==> src/rtl/tile_map_ctrl.sv <==
// Write-port scheduler (host vs. fill engine) and read sequencer for the 80x60 tile-index RAM.
// Optional bounds checking of host writes is enabled with `define TILE_MAP_CTRL_BOUNDS_CHECK_EN.
//
// state | meaning
// IDLE  | host owns the write port; fill_start launches a sweep
// FILL  | fill engine writes one tile per cycle in row-major order
module tile_map_ctrl #(
  parameter int COLS = 80,
  parameter int ROWS = 60,
  parameter int TW   = 6
) (
  input  logic          clk,
  input  logic          rst,
  input  logic          host_req,
  input  logic [6:0]    host_x,
  input  logic [5:0]    host_y,
  input  logic [TW-1:0] host_v,
  output logic          host_ready,
  input  logic          fill_start,
  input  logic [TW-1:0] fill_v,
  output logic          fill_busy,
  output logic          fill_done,
  input  logic          disp_req,
  input  logic [6:0]    disp_x,
  input  logic [5:0]    disp_y,
  output logic [TW-1:0] disp_tile,
  output logic          disp_valid,
  output logic          tm_w,
  output logic [6:0]    tm_write_x,
  output logic [5:0]    tm_write_y,
  output logic [TW-1:0] tm_v,
  output logic          tm_r,
  output logic [6:0]    tm_x,
  output logic [5:0]    tm_y,
  input  logic [TW-1:0] tm_o
`ifdef TILE_MAP_CTRL_BOUNDS_CHECK_EN
  ,
  output logic          oob_err
`endif
);

  typedef enum logic {IDLE, FILL} state_t;

  localparam logic [6:0] X_LAST = 7'(COLS - 1);
  localparam logic [5:0] Y_LAST = 6'(ROWS - 1);

  state_t        state;
  logic [6:0]    cx;
  logic [5:0]    cy;
  logic [TW-1:0] fill_val;
  logic          host_acc;
  logic          fill_last;

  assign host_ready = (state == IDLE) && !fill_start;
  assign host_acc   = host_req && host_ready;
  assign fill_last  = (cx == X_LAST) && (cy == Y_LAST);

  // Read port is a straight pass-through; only the valid strobe is pipelined.
  assign tm_r      = disp_req;
  assign tm_x      = disp_x;
  assign tm_y      = disp_y;
  assign disp_tile = tm_o;

`ifdef TILE_MAP_CTRL_BOUNDS_CHECK_EN
  logic host_oob;
  assign host_oob = (host_x >= 7'(COLS)) || (host_y >= 6'(ROWS));
`endif

  always_ff @(posedge clk or posedge rst) begin
    if (rst) begin
      state      <= IDLE;
      cx         <= '0;
      cy         <= '0;
      fill_val   <= '0;
      fill_busy  <= 1'b0;
      fill_done  <= 1'b0;
      disp_valid <= 1'b0;
      tm_w       <= 1'b0;
      tm_write_x <= '0;
      tm_write_y <= '0;
      tm_v       <= '0;
`ifdef TILE_MAP_CTRL_BOUNDS_CHECK_EN
      oob_err    <= 1'b0;
`endif
    end else begin
      disp_valid <= disp_req;
      fill_done  <= 1'b0;
      case (state)
        IDLE: begin
          if (fill_start) begin
            // The (0,0) write goes out in the very first FILL cycle.
            state      <= FILL;
            fill_val   <= fill_v;
            cx         <= '0;
            cy         <= '0;
            fill_busy  <= 1'b1;
            tm_w       <= 1'b1;
            tm_write_x <= '0;
            tm_write_y <= '0;
            tm_v       <= fill_v;
          end else if (host_acc) begin
            tm_write_x <= host_x;
            tm_write_y <= host_y;
            tm_v       <= host_v;
`ifdef TILE_MAP_CTRL_BOUNDS_CHECK_EN
            tm_w       <= !host_oob;
            if (host_oob) oob_err <= 1'b1;
`else
            tm_w       <= 1'b1;
`endif
          end else begin
            tm_w <= 1'b0;
          end
        end
        FILL: begin
          // cx/cy track the tile being written during the current cycle.
          if (fill_last) begin
            state     <= IDLE;
            fill_busy <= 1'b0;
            fill_done <= 1'b1;
            tm_w      <= 1'b0;
          end else begin
            if (cx == X_LAST) begin
              cx         <= '0;
              cy         <= cy + 6'd1;
              tm_write_x <= '0;
              tm_write_y <= cy + 6'd1;
            end else begin
              cx         <= cx + 7'd1;
              tm_write_x <= cx + 7'd1;
              tm_write_y <= cy;
            end
            tm_w <= 1'b1;
            tm_v <= fill_val;
          end
        end
        default: begin
          state     <= IDLE;
          fill_busy <= 1'b0;
          tm_w      <= 1'b0;
        end
      endcase
    end
  end

endmodule

==> config.mk <==
export PLATFORM = sky130hd
export DESIGN_NAME = tile_map_ctrl
export DESIGN_NICKNAME = d
export VERILOG_FILES = /design/src/rtl/tile_map_ctrl.sv
export SDC_FILE = /design/constraint.sdc
export NUM_CORES = 1
export LEC_CHECK = 0
export ABC_AREA = 1
export CORE_ASPECT_RATIO = 0.5
export CORE_MARGIN = 4
export CORE_UTILIZATION = 47
export CTS_CLUSTER_SIZE = 40
export DETAILED_ROUTE_END_ITERATION = 10
export GPL_ROUTABILITY_DRIVEN = 0
export PLACE_DENSITY_LB_ADDON = 0.2
export SLEW_MARGIN = 20
export SYNTH_ARGS = -nofsm -noshare
export SYNTH_HDL_FRONTEND = slang
export SYNTH_SLANG_ARGS = --single-unit
==> constraint.sdc <==
create_clock -name clk -period 2.4 [get_ports clk]
set_input_delay 0.24 -clock clk [delete_from_list [all_inputs] [get_ports clk]]
set_output_delay 0.24 -clock clk [all_outputs]
set_load 0.02 [all_outputs]
### Yosys cells after proc, flatten, opt, wreduce, memory -nomap -nowiden

Cells that the tools add are included.

* output and inout port bits: 44
* register bits: 43
* word-level logic and storage cells: 57

* equality and inequality tests: 6
* reductions and logical operators: 8
* muxes and demuxes: 29
* add/sub/neg operators: 2
* bitwise gates (word level): 1

Operator list (number)
* 6-bit two-way mux: 8
* 6-bit case mux with 2 select lines: 3
* 7-bit two-way mux: 5
* 7-bit case mux with 2 select lines: 2
* 1-bit two-way mux: 8
* 2-bit AND reduction: 4
* 7-bit by 1-bit adder with 7-bit output, second input constant: 1
* 7-bit equality test, second input constant: 1
* 6-bit by 1-bit adder with 6-bit output, second input constant: 1
* 6-bit equality test, second input constant: 1
* 1-bit case mux with 2 select lines: 3
* 2-bit != test, second input constant: 2
* 1-bit logical AND: 3
* 3-bit != test, second input constant: 1
* 2-bit by 1-bit != test with 1-bit output, second input constant: 1
* 1-bit logical NOT: 1
* 1-bit NOT: 1

### Longest topological paths before layout

* word-level depth: 6
* depth in mapped cells: 10

### Least setup slack after synthesis

Ideal clock, no wire load.

* path type: register to register
* start point: register cy[0]
* end point: register tm_write_x[0]
* required time: 2281 ps
* arrival time: 1397 ps
* cell stages (with the launch flop): 9
* slack: 884 ps
* path buffers: 1
* path through: dfrtp_1 > ha_1 > nand3_1 > nor2_1 > nand2_4 > nand2_8 > nand2_4 > buf_6 > o21a_1

* longest elaborated chain between the ends: 4

Ends and longest elaborated chain
* start: declaration: RTL line 49 `logic [5:0] cy;`
* start signal: assignment: RTL line 125 `cy <= cy + 6'd1;`
* 6-bit equality test: RTL line 56 `assign fill_last = (cx == X_LAST) && (cy == Y_LAST);`
* 1-bit logical AND: RTL line 56
* 2-bit != test (no line)
* 2-bit AND reduction (no line)
* end signal: assignment: RTL line 102 `tm_write_x <= host_x;`
* end signal: assignment: RTL line 130 `tm_write_x <= cx + 7'd1;`
* end: declaration: RTL line 29 `output logic [6:0] tm_write_x,`

Every way passes these cells.
A chain may end at the register's enable or synchronous reset.

### Worst setup path after layout

* start point: register state
* end point: output host_ready

* longest elaborated chain between the ends: 2

Ends and longest elaborated chain
* start: declaration: RTL line 47 `state_t state;`
* start signal: assignment: RTL line 71 `state <= IDLE;`
* start signal: assignment: RTL line 92 `state <= FILL;`
* start signal: assignment: RTL line 118 `state <= IDLE;`
* 1-bit NOT (no line)
* 1-bit logical AND: RTL line 54 `assign host_ready = (state == IDLE) && !fill_start;`
* end: declaration: RTL line 18 `output logic host_ready,`

Every way passes these cells.

==> summary.txt <==
Status
  • Status: finished, final reports clean

Clock tree
  • Max Root-Sink Buffers: 2
  • Clk Latency, worst-skew pair: 0.31 ns
  • CTS Hold Bufs: 0
  • Num Clock Sinks: 43
  • Clock transition at path regs: 0.09 ns
  • Setup Fix Bufs, Post-CTS: 0
  • CTS buffer count: 5
  • Cts repair resizes: 0
  • TritonCTS clock tree: done
  • Root Driver: clkbuf_8
  • H-Tree Depth: 2

Worst setup path
  • Crit Reg-Reg Endpoint: tm_write_x[3]
  • CP Max Fanout: 9
  • Slack of the worst reg-to-reg path: 0.53 ns
  • WP data arrival: 1.65 ns
  • Worst endpoint required time: 2.16 ns
  • Reg2Reg Depth: 7
  • CP endpoint kind: output port
  • Reg2Reg Launch Point: cx[1]
  • CP Class: reg2out
  • Setup crit start kind: flip-flop

Pwr
  • Comb power frac: 7.7%
  • Seq pwr share: 55.9%
  • Sw frac: 24.2%
  • Pwr dens: 472 nW/um^2
  • Clock network power share: 36.3%
  • Internal: 0.00100 W
  • VDD IR max: 0.219 mV
  • Sw Pwr: 0.000321 W
  • Leak: 1.33 nW

Synth
  • YS warnings: 0
  • Syn Area/Cell: 8.08 um^2
  • Syn nets: 335
  • Yosys cell types: 27
  • Synthesized cell area: 2290 um^2
  • Seq/Total Area, Yosys: 46.9%
  • Synth Register Bits: 43
  • Cell count after synthesis: 284

Global routing
  • Largest net degree at the start of global routing: 44
  • Antenna violations before repair: 0
  • Global-route wire length before repair: 8780 um
  • Global Route Usage Sum: 18.2%
  • Remaining Overflow, GRT: 0
  • Vias in the first global route: 1937

Floorplanning
  • Chip Width: 107 um
  • IO Count: 93
  • Starting Density: 50.4%
  • Die Ht: 57.4 um
  • Core ar.: 4550 um^2
  • # rows: 17
  • Die area: 6130 um^2

Route
  • WL per Instance: 13.7 um
  • Vias per inst: 5.00
  • DRT Pass-1 Iters: 4
  • Final WL: 5300 um
  • Drc violations: 0
  • DRT antenna net count: 0
  • Initial drt markers: 98
  • Vias: 1930

Final layout
  • Commonest non-fill, non-tap cell in the layout: nand2_1
  • Share of layout cells above drive strength 1: 6.88%
  • Most frequent cells in the layout: 89 x nand2_1, 54 x clkdlybuf4s50_1, 43 x dfrtp_1
  • Final #Nets: 370
  • Antenna diodes: 0
  • Area grow syn2layout: 22.5%
  • Final Util: 61.8%

Timing
  • Fin worst setup slack: 0.514 ns
  • Minimum clock period: 1.89 ns
  • Slew Limit Fails: 0
  • Fin Clk Skew: 0.0128 ns
  • Final hold vios: 0
  • Final setup fails: 0
  • Unrepaired setup endpoints after global routing: no
  • Fmax: 530 MHz
  • Max_slew headroom: 64.3%
  • Final clock period utilization by the worst path: 78.6%
  • TNS Setup: 0 ns
  • Worst slew pin tran: 0.536 ns

Hold path
  • Worst hold path type: in2async

Place
  • Number of port buffers: 54
  • Hpwl dp: 3930 um
  • Pre-CTS setup slack: 0.553 ns

Flow run
  • Max-cap violations: 0
[worst max path at each step]
stage          start             to  slack [ns]  cells after the start
2_1_floorplan  cy[0]  tm_write_x[0]        0.88                      8
3_3_place_gp   cx[0]  tm_write_x[2]        0.65                      7
3_5_place_dp   cx[0]  tm_write_x[3]        0.55                      7
4_1_cts        state     host_ready        0.50                      4
5_1_grt        cx[0]        tm_v[0]        0.39                      8
6_report       state     host_ready        0.51                      4
[Yosys cell counts, drive strengths merged]
| cell | n | area, um^2 |
|---|---|---|
| nor3 | 1 | 5.00 |
| dfrtp | 43 | 1080 |
| clkbuf | 1 | 5.00 |
| nand4 | 7 | 43.8 |
| o21a | 4 | 30.0 |
| a21oi | 17 | 85.1 |
| buf | 29 | 224 |
| ha | 2 | 25.0 |
| a21boi | 2 | 15.0 |
| nand2 | 93 | 388 |
| nor2 | 16 | 70.1 |
| clkinv | 2 | 8.75 |
| nand3 | 22 | 115 |
| o21ai | 25 | 129 |
| inv | 20 | 75.1 |
[kinds of logic (layout without fill, tap and decap cells)]
group | after synthesis | after routing | synth area share (%)
AOI/OAI and AO/OA | 48 | 48 | 11.3
DFF | 43 | 43 | 46.9
and+or+nand+nor | 139 | 139 | 27.1
adders and majority gates | 2 | 2 | 1.09
buffers and inverters | 52 | 88 | 13.6
[routing by layer]
layer  share of wire, %  track usage [%]  vias to the layer above
li1                   -                -                      967
met1                 44             21.7                      888
met2                 47             30.4                       48
met3                6.1             5.31                       27
met4                3.1             9.47                        0
met5                  0                0                        -
[metrics by stage]
| stage | instances | total power [W] | hold WS (ns) | cell area, um^2 |
|---|---|---|---|---|
| CTS | 386 | 0.00134 | 0.378 | 2810 |
| floorplan | 284 | 0.000835 | 0.271 | 2290 |
| global route | 386 | 0.00138 | 0.385 | 2810 |
| detailed placement | 378 | 0.000860 | 0.460 | 2720 |
| global placement | 378 | 0.000859 | 0.454 | 2720 |
| finish | 386 | 0.00133 | 0.353 | 2810 |
[sequential cells by signal (all words and copies together) (netlist names)]
name and count:
fill_done 1, cx 7, tm_v 6, tm_write_y 6, fill_busy 1, state 1, tm_write_x 7, fill_val 6
disp_valid 1, cy 6, tm_w 1
[power groups by stage]
stage | clock [W] | sequential (W) | combinational, W
after global placement | 0 | 0.000756 | 0.000103
after CTS | 0.000493 | 0.000742 | 0.000105
after detailed placement | 0 | 0.000756 | 0.000104
after floorplan | 0 | 0.000763 | 0.0000720
final | 0.000482 | 0.000742 | 0.000102
after global routing | 0.000524 | 0.000744 | 0.000114
[critical path: stages (launching register included)]
cell and delay [ns]:
dfrtp_1 0.35, clkinv_1 0.27, nand2_1 0.13, inv_1 0.05, clkdlybuf4s50_1 0.54
[cell type report]
cell class / instances / area (um^2)
Timing Repair Buffer: 58 / 571
Multi-Input combinational cell: 189 / 906
Clock buffer: 5 / 68.8
Tap cell: 66 / 82.6
Fill cell: 427 / 1740
Inverter: 22 / 83.8
Clock inverter: 3 / 23.8
Sequential cell: 43 / 1080
Note: power is estimated with default switching activity, not from simulation.
